===== src/rtl/rx_control_unit.sv =====
// ---------------------------------------------------------------------------
// rx_control_unit
//   Receive-side sequencer for the UART/APB slave datapath. It qualifies a
//   detected start bit at mid-bit and then enables the bit timer for one
//   frame. It checks the stop bit, pulses the receive buffer load, and keeps
//   the data_ready / framing_error / overrun_error status flags.
//
// Ports
//   clk                 system clock
//   n_rst               asynchronous active-low reset
//   start_bit_detected  1-cycle pulse on a falling edge of the serial line
//   serial_in           synchronized serial line (start-bit validation)
//   bit_period          clocks per bit (config register)
//   packet_done         timer pulse: data bits + stop bit shifted in
//   stop_bit            stop-bit value held in the shift register
//   data_read           1-cycle pulse: RX data register was read
//   enable_timer        bit timer enable (low clears the timer)
//   load_buffer         1-cycle pulse: copy shift register to RX data reg
//   data_ready          RX data register holds unread data
//   framing_error       last frame had a 0 stop bit
//   overrun_error       a frame was loaded over unread data
//   rx_busy             sequencer is not idle (config writes blocked)
// ---------------------------------------------------------------------------
module rx_control_unit #(
    parameter int PERIOD_BITS = 14
) (
    input  logic                   clk,
    input  logic                   n_rst,
    input  logic                   start_bit_detected,
    input  logic                   serial_in,
    input  logic [PERIOD_BITS-1:0] bit_period,
    input  logic                   packet_done,
    input  logic                   stop_bit,
    input  logic                   data_read,
    output logic                   enable_timer,
    output logic                   load_buffer,
    output logic                   data_ready,
    output logic                   framing_error,
    output logic                   overrun_error,
    output logic                   rx_busy
);

    typedef enum logic [2:0] {
        IDLE        = 3'd0,
        START_CHECK = 3'd1,
        RECEIVE     = 3'd2,
        STOP_CHECK  = 3'd3,
        LOAD        = 3'd4
    } state_t;

    state_t                 state_q, state_d;
    logic [PERIOD_BITS-1:0] half_cnt_q, half_cnt_d;
    logic [PERIOD_BITS-1:0] half_period;
    logic                   data_ready_q, data_ready_d;
    logic                   framing_q, framing_d;
    logic                   overrun_q, overrun_d;

    // Mid-bit sample point; a period of 0 or 1 still needs one check cycle.
    always_comb begin
        half_period = bit_period >> 1;
        if (half_period == '0) begin
            half_period = PERIOD_BITS'(1);
        end
    end

    always_ff @(posedge clk or negedge n_rst) begin
        if (!n_rst) begin
            state_q      <= IDLE;
            half_cnt_q   <= '0;
            data_ready_q <= 1'b0;
            framing_q    <= 1'b0;
            overrun_q    <= 1'b0;
        end else begin
            state_q      <= state_d;
            half_cnt_q   <= half_cnt_d;
            data_ready_q <= data_ready_d;
            framing_q    <= framing_d;
            overrun_q    <= overrun_d;
        end
    end

    always_comb begin
        state_d      = state_q;
        half_cnt_d   = half_cnt_q;
        data_ready_d = data_ready_q;
        framing_d    = framing_q;
        overrun_d    = overrun_q;

        case (state_q)
            IDLE: begin
                if (start_bit_detected) begin
                    state_d    = START_CHECK;
                    half_cnt_d = PERIOD_BITS'(1);
                end
            end
            START_CHECK: begin
                if (half_cnt_q == half_period) begin
                    // Line back high at mid-bit means a glitch, not a start bit.
                    state_d = serial_in ? IDLE : RECEIVE;
                end else begin
                    half_cnt_d = half_cnt_q + PERIOD_BITS'(1);
                end
            end
            RECEIVE: begin
                if (packet_done) begin
                    state_d = STOP_CHECK;
                end
            end
            STOP_CHECK: begin
                framing_d = ~stop_bit;
                state_d   = stop_bit ? LOAD : IDLE;
            end
            LOAD: begin
                state_d = IDLE;
            end
            default: begin
                state_d = IDLE;
            end
        endcase

        // A read that coincides with the load consumed the old data, so the
        // freshly loaded byte is not an overrun and stays pending.
        if (state_q == LOAD) begin
            data_ready_d = 1'b1;
            if (data_read) begin
                overrun_d = 1'b0;
            end else if (data_ready_q) begin
                overrun_d = 1'b1;
            end
        end else if (data_read) begin
            data_ready_d = 1'b0;
            overrun_d    = 1'b0;
        end
    end

    assign enable_timer  = (state_q == RECEIVE);
    assign load_buffer   = (state_q == LOAD);
    assign rx_busy       = (state_q != IDLE);
    assign data_ready    = data_ready_q;
    assign framing_error = framing_q;
    assign overrun_error = overrun_q;

endmodule


===== config.mk =====
export PLATFORM = sky130hd
export DESIGN_NAME = rx_control_unit
export DESIGN_NICKNAME = d
export VERILOG_FILES = /design/src/rtl/rx_control_unit.sv
export SDC_FILE = /design/constraint.sdc
export NUM_CORES = 1
export LEC_CHECK = 0
export CORE_UTILIZATION = 52
export CTS_BUF_LIST = sky130_fd_sc_hd__clkbuf_4 sky130_fd_sc_hd__clkbuf_8
export DETAILED_ROUTE_END_ITERATION = 16
export GPL_ROUTABILITY_DRIVEN = 0
export PLACE_DENSITY = 0.81
export REMOVE_ABC_BUFFERS = 1
export SYNTH_ARGS = -nofsm -noshare
export SYNTH_HDL_FRONTEND = slang
export SYNTH_SLANG_ARGS = --single-unit

===== constraint.sdc =====
create_clock -name clk -period 2.3 [get_ports clk]
set_input_delay 0.23 -clock clk [delete_from_list [all_inputs] [get_ports clk]]
set_output_delay 0.23 -clock clk [all_outputs]
set_load 0.05 [all_outputs]

==> impl_metrics.ini, run 1 <==
[die]
floorplan.io_pins = 27
initial_utilization_pct = 55.99
design.die.area_um2 = 2629
floorplan.die.width_um = 51.27
rows = 17
die_h_um = 51.27
core_um2 = 2255

[sta]
setup_violations = 0
layout_min_cycle_time_ns = 2.214
timing.fmax_mhz = 451.7
worst_clock_skew_ns = 0.003783
slew_viols_final = 0
final-hold-violation-count = 0
setup_total_negative_slack_ns = 0
tightestPinTransition_ns = 0.5039
rsz_0062_raised_after_global_routing = false
worst_slew_margin_rel_pct = 66.30
min_period_over_period_pct = 96.26

[drt]
postRouteAntennaNets = 0
remaining_design_rule_violation_count = 0
drt_pass1_iterations = 4
totalWireLength_um = 3345
routedWlPerCell_um = 15.56
total_via_count_after_detailed_routing = 1282
dr_iter_0_viols = 33
vias_per_cell = 5.963

[power_and_ir_drop]
power.leakage_nw = 0.8954
worst_ir_drop_on_vdd_mv = 0.5433
power_density_nw_per_um2 = 612.1
finalPower_w = 0.001096

[yosys]
yosys_warnings = 0
netlist-cell-type-count = 39
synth_seq_area_share_pct = 39.64
netlist.area_leader.share_pct = 39.64
synth.top_cells.by_area = sky130_fd_sc_hd__dfrtp_1, sky130_fd_sc_hd__xor2_1, sky130_fd_sc_hd__and3_1
synth-edff-count = 0
synth_ff_type = sky130_fd_sc_hd__dfrtp_1
synth.top_cells.by_count = sky130_fd_sc_hd__dfrtp_1, sky130_fd_sc_hd__nand2_1, sky130_fd_sc_hd__nor2_1
synthMostInstantiatedCell = sky130_fd_sc_hd__dfrtp_1
synth.avg_cell_area_um2 = 9.018
post_synth_inst_count = 140
synthesis.area_um2 = 1262
yosys.area.top_type = sky130_fd_sc_hd__dfrtp_1
postSynthRegisterBits = 20
ys_async_sr_fraction_pct = 100.0

[critical_path]
worstPathRequired_ns = 2.50
timing.critical_path.to_type = flip-flop
timing.critical_path.fanout_max = 7
worst-endpoint-arrival_ns = 2.41
critPathLaunchType = primary input
crit_chain = clkdlybuf4s50_1 > or4_4 > a2111oi_4 > and4_4 > a21oi_4 > buf_6 > and3_1 > a221o_1
slowest_delay_ns = 0.45
worstSetupPathType = primary input to flip-flop
timing.critical_path.slowest_stage_cell = sky130_fd_sc_hd__or4_4

[place]
dp_hpwl_um = 2473
portBuffers = 25

[cells_and_area]
layout-drive-gt1-share_pct = 19.25
num_antenna_cells = 0
fin_nets = 210
area_delta_synth_final_pct = 41.82
final_core_utilization_pct = 79.41

[clocking]
cts-root-to-sink-buffers = 2
tritoncts_clock_tree = built
cts_sinks = 20
cts_inserted_buffers = 3
root_buffer = sky130_fd_sc_hd__clkbuf_4
clk-insertion-delay-late_ns = 0.31
h-tree-depth = 1
cts_hold_repair.buffers = 0
clk_transition_reported_paths_ns = 0.11

[global_route]
grt_start_max_net_pins = 21
grt_antenna_before_repair = 0
gr-total-overflow = 0
track_usage_pct = 28.61
grt_pass1_vias = 1311
grt_pass1_wl_um = 5602

[run]
timing.max_cap.violations = 0

[worst_hold_path]
hold_path_class = primary input to asynchronous set/reset pin

[run_status]
outcome = finished clean
-- cells by family (layout without fill, tap and decap cells) --
| logic type | Yosys count | after routing | share of synthesized area [%] |
|---|---|---|---|
| buffers and inverters | 6 | 53 | 2.477 |
| XOR/XNOR | 11 | 11 | 7.631 |
| flip-flops | 20 | 20 | 39.64 |
| AO/OA/AOI/OAI | 30 | 30 | 18.53 |
| adder cells (fa/ha/maj) | 1 | 1 | 0.9909 |
| AND/OR/NAND/NOR | 72 | 72 | 30.72 |
-- per-layer routing --
| layer | vias up | part of all wire, % | track usage (%) |
|---|---|---|---|
| li1 | 611 | - | - |
| met1 | 621 | 43 | 35.03 |
| met2 | 44 | 50 | 50.88 |
| met3 | 6 | 5.7 | 6.250 |
| met4 | 0 | 1.1 | 6.757 |
| met5 | - | 0 | 0 |
-- worst paths after layout --
path                                            from                         end  slack (ns)  depth (start not counted)
hold / removal                                 n_rst  half_cnt_q[12]$_DFFE_PN0P_        0.25                          2
max in group asynchronous                      n_rst   half_cnt_q[0]$_DFFE_PN0P_        1.82                          2
setup reg to reg           half_cnt_q[0]$_DFFE_PN0P_  half_cnt_q[12]$_DFFE_PN0P_        0.16                          7
hold reg to reg            framing_error$_DFFE_PN0N_   framing_error$_DFFE_PN0N_        0.52                          2
setup / recovery                       bit_period[3]   half_cnt_q[7]$_DFFE_PN0P_        0.09                          8
min in group clk                           data_read   overrun_error$_DFFE_PN0P_        0.49                          2
-- critical path, delay by kind of cell --
family          cells  cell delay (ns)
compound gates      3             0.69
buf+inv             2             0.59
simple gates        3             0.89
-- layout by cell type (no fill, tap or decap), types with 5 or more instances in the layout --
cell type / count
sky130_fd_sc_hd__nor2_1: 13
sky130_fd_sc_hd__clkdlybuf4s50_1: 20
sky130_fd_sc_hd__buf_4: 19
sky130_fd_sc_hd__nand3_1: 6
sky130_fd_sc_hd__dfrtp_1: 19
sky130_fd_sc_hd__xor2_1: 11
sky130_fd_sc_hd__and3_1: 9
sky130_fd_sc_hd__dlymetal6s2s_1: 5
sky130_fd_sc_hd__nand2_1: 13
sky130_fd_sc_hd__a221o_1: 5
-- where the power goes --
part           switching [W]  internal (W)  leakage [nW]  total [W]
clock network       0.000112      0.000176        0.0279   0.000288
registers           0.000122      0.000416         0.247   0.000539
logic               0.000111      0.000159         0.621   0.000269
-- flip-flops by register name, indices dropped and copies added (netlist names) --
register,flops
data_ready,1
half_cnt_q,14
overrun_error,1
state_q,3
framing_error,1
-- stage by stage --
| stage | cells | cell area (um2) | hold slack (ns) | setup WS (ns) |
|---|---|---|---|---|
| after global placement | 208 | 1663 | 0.4735 | -0.3161 |
| after floorplan | 137 | 1242 | -0.06559 | 0.02133 |
| after detailed placement | 208 | 1663 | 0.4974 | -0.3815 |
| after CTS | 214 | 1760 | 0.2642 | 0.04398 |
| after global routing | 215 | 1790 | 0.2774 | 0.02030 |
| final | 215 | 1790 | 0.2543 | 0.08602 |
-- final cells by class --
cell class,instances,area [um2]
Multi-Input combinational cell,114,768.2
Sequential cell,20,501.7
Fill cell,149,464.2
Timing Repair Buffer,46,421.7
Tap cell,28,35.03
Clock inverter,1,30.03
Clock buffer,3,22.52
Inverter,3,11.26
-- timing repair --
| action | in CTS | in global routing |
|---|---|---|
| resized for setup | 6 | 8 |
| gates cloned | 1 | 0 |
| pin swaps | 4 | 3 |
| setup endpoints to repair | 7 | 15 |
| buffers inserted | 1 | 1 |
(Power assumes the default switching activity.)
==> run 2, diff against run 1 <==
- CORE_UTILIZATION: 52 -> 55
- DONT_BUFFER_PORTS: not set -> 1
- HOLD_SLACK_MARGIN: not set -> 0.03
- PLACE_DENSITY: 0.81 -> 0.7
==> run 2 against run 1 <==
Worst setup slack gained 0.11 ns. Power shrank 6.5%. Critical path type is now flip-flop to flip-flop. Highest routed layer unchanged. Design area shrank 20%. First-iteration DRC count grew 21%.
==> impl_metrics.ini, run 2 (synthesis gave the netlist of run 1 again) <==
[run_status]
outcome = finished clean

[die]
rows = 16
design.die.area_um2 = 2491
floorplan.die.width_um = 49.91
initial_utilization_pct = 61.23
die_h_um = 49.91
core_um2 = 2062
floorplan.io_pins = 27

[drt]
total_via_count_after_detailed_routing = 1093
remaining_design_rule_violation_count = 0
totalWireLength_um = 2838
vias_per_cell = 6.072
drt_pass1_iterations = 4
routedWlPerCell_um = 15.77
postRouteAntennaNets = 0
dr_iter_0_viols = 40

[sta]
tightestPinTransition_ns = 0.9102
timing.fmax_mhz = 474.6
min_period_over_period_pct = 91.62
setup_violations = 0
layout_min_cycle_time_ns = 2.107
final-hold-violation-count = 0
slew_viols_final = 0
worst_clock_skew_ns = 0.006459
setup_total_negative_slack_ns = 0
rsz_0062_raised_after_global_routing = false
worst_slew_margin_rel_pct = 39.12

[clocking]
clk_transition_reported_paths_ns = 0.12
cts_sinks = 20
h-tree-depth = 1
cts_inserted_buffers = 3
clk-insertion-delay-late_ns = 0.31
root_buffer = sky130_fd_sc_hd__clkbuf_4
tritoncts_clock_tree = built
ctsResizeCount = 0
cts-root-to-sink-buffers = 2

[critical_path]
setup.reg_to_reg.worst_slack_ns = 0.19
timing.critical_path.to_type = flip-flop
critPathLaunchType = flip-flop
worst_r2r_path_depth = 7
worstSetupPathType = flip-flop to flip-flop
critical_path.reg2reg.endpoint = half_cnt_q[12]$_DFFE_PN0P_
worst-endpoint-arrival_ns = 2.30
regToRegStartpoint = half_cnt_q[0]$_DFFE_PN0P_
worstPathRequired_ns = 2.50
timing.critical_path.fanout_max = 9

[cells_and_area]
largest_register = half_cnt_q
fillerInstances = 171
most_used_cells_in_the_layout_excluding_fill_and_tap_cells = sky130_fd_sc_hd__dfrtp_1, sky130_fd_sc_hd__nor2_1, sky130_fd_sc_hd__nand2_1, sky130_fd_sc_hd__xor2_1
layout-drive-gt1-share_pct = 13.07
largest_reg_flops = 14
largest_registers = half_cnt_q (14), state_q (3)
fin_nets = 176
layout.cells.most_common = sky130_fd_sc_hd__dfrtp_1
register_area_um2 = 500.5
area_delta_synth_final_pct = 13.38
multiInputGateArea_um2 = 735.7
num_antenna_cells = 0

[global_route]
gr-total-overflow = 0
track_usage_pct = 25.29
grt_pass1_wl_um = 4678
grt_start_max_net_pins = 21
grt_antenna_before_repair = 0
grt_pass1_vias = 1015

[power_and_ir_drop]
power_density_nw_per_um2 = 715.5
worst_ir_drop_on_vdd_mv = 0.6234
finalPower_w = 0.001024
power.leakage_nw = 0.6864

[worst_hold_path]
worstHoldStart = packet_done
hold-path-endpoint = state_q[0]$_DFFE_PN0P_
holdPathStages = 2
hold_path_class = primary input to flip-flop

[place]
dp_hpwl_um = 2085
portBuffers = 0

[run]
timing.max_cap.violations = 0
==> run 2: cell count changes in the layout (fill, tap and decap cells not counted), moves of 3 or more <==
cell                              delta
sky130_fd_sc_hd__clkdlybuf4s50_1    -20
sky130_fd_sc_hd__buf_4              -10
sky130_fd_sc_hd__dlymetal6s2s_1      -5
sky130_fd_sc_hd__dlygate4sd3_1       +3
==> run 2: final cells by class <==
type / count / area share [%]
multi-input cells: 114 / 51.40
well taps: 27 / 2.360
flip-flops and latches: 20 / 34.97
inverters: 3 / 0.7867
clock buffers: 3 / 1.573
clock inverters: 1 / 2.098
repair buffers: 12 / 6.818
==> run 2: how the worst max path moves through the flow <==
stage / start / end / cells past startpoint
4_1_cts: half_cnt_q[0]$_DFFE_PN0P_ / half_cnt_q[12]$_DFFE_PN0P_ / 7
3_5_place_dp: bit_period[1] / half_cnt_q[11]$_DFFE_PN0P_ / 7
5_1_grt: half_cnt_q[0]$_DFFE_PN0P_ / half_cnt_q[12]$_DFFE_PN0P_ / 7
3_3_place_gp: bit_period[1] / half_cnt_q[12]$_DFFE_PN0P_ / 7
6_report: half_cnt_q[0]$_DFFE_PN0P_ / half_cnt_q[12]$_DFFE_PN0P_ / 7
2_1_floorplan: bit_period[1] / half_cnt_q[8]$_DFFE_PN0P_ / 6
==> run 2: critical path, cell delays in order, from the launching register on <==
cell,delay (ns)
sky130_fd_sc_hd__dfrtp_1,0.49
sky130_fd_sc_hd__ha_1,0.23
sky130_fd_sc_hd__nand3_1,0.12
sky130_fd_sc_hd__or3_1,0.43
sky130_fd_sc_hd__nor2_1,0.16
sky130_fd_sc_hd__nand3_1,0.11
sky130_fd_sc_hd__and3_1,0.19
sky130_fd_sc_hd__a221o_1,0.25
==> run 2: power by group <==
group          internal [W]  switching (W)  total (W)
sequential         0.000416       0.000112   0.000528
clock              0.000176       0.000111   0.000288
combinational      0.000117      0.0000914   0.000209
==> run 2: layer usage <==
metal | global-route usage (%) | routed length (um) | part of all wire (%) | up-vias
li1 | - | - | - | 542
met1 | 33.46 | 1325 | 47 | 518
met2 | 41.89 | 1379 | 49 | 28
met3 | 3.704 | 96 | 3.4 | 5
met4 | 8.571 | 37 | 1.3 | 0
met5 | 0 | 0 | 0 | -
==> run 2: through the flow <==
stage | setup slack, ns | hold slack, ns | cells | util (%) | cell area [um2]
final | 0.1929 | 0.05507 | 180 | 69.42 | 1431
after global routing | 0.06461 | 0.05833 | 180 | 69.42 | 1431
after CTS | 0.2128 | 0.05452 | 180 | 69.42 | 1431
after detailed placement | 0.08974 | -0.06522 | 173 | 65.41 | 1349
after global placement | 0.07365 | -0.06521 | 173 | 65.41 | 1349
after floorplan | 0.02133 | -0.06559 | 137 | - | 1242
==> run 2: what timing repair did <==
item                                   4_1_cts  5_1_grt
setup buffers                                0        0
hold buffers                                 3        0
endpoints found under the hold margin       22        0
setup endpoints to repair                    0        0
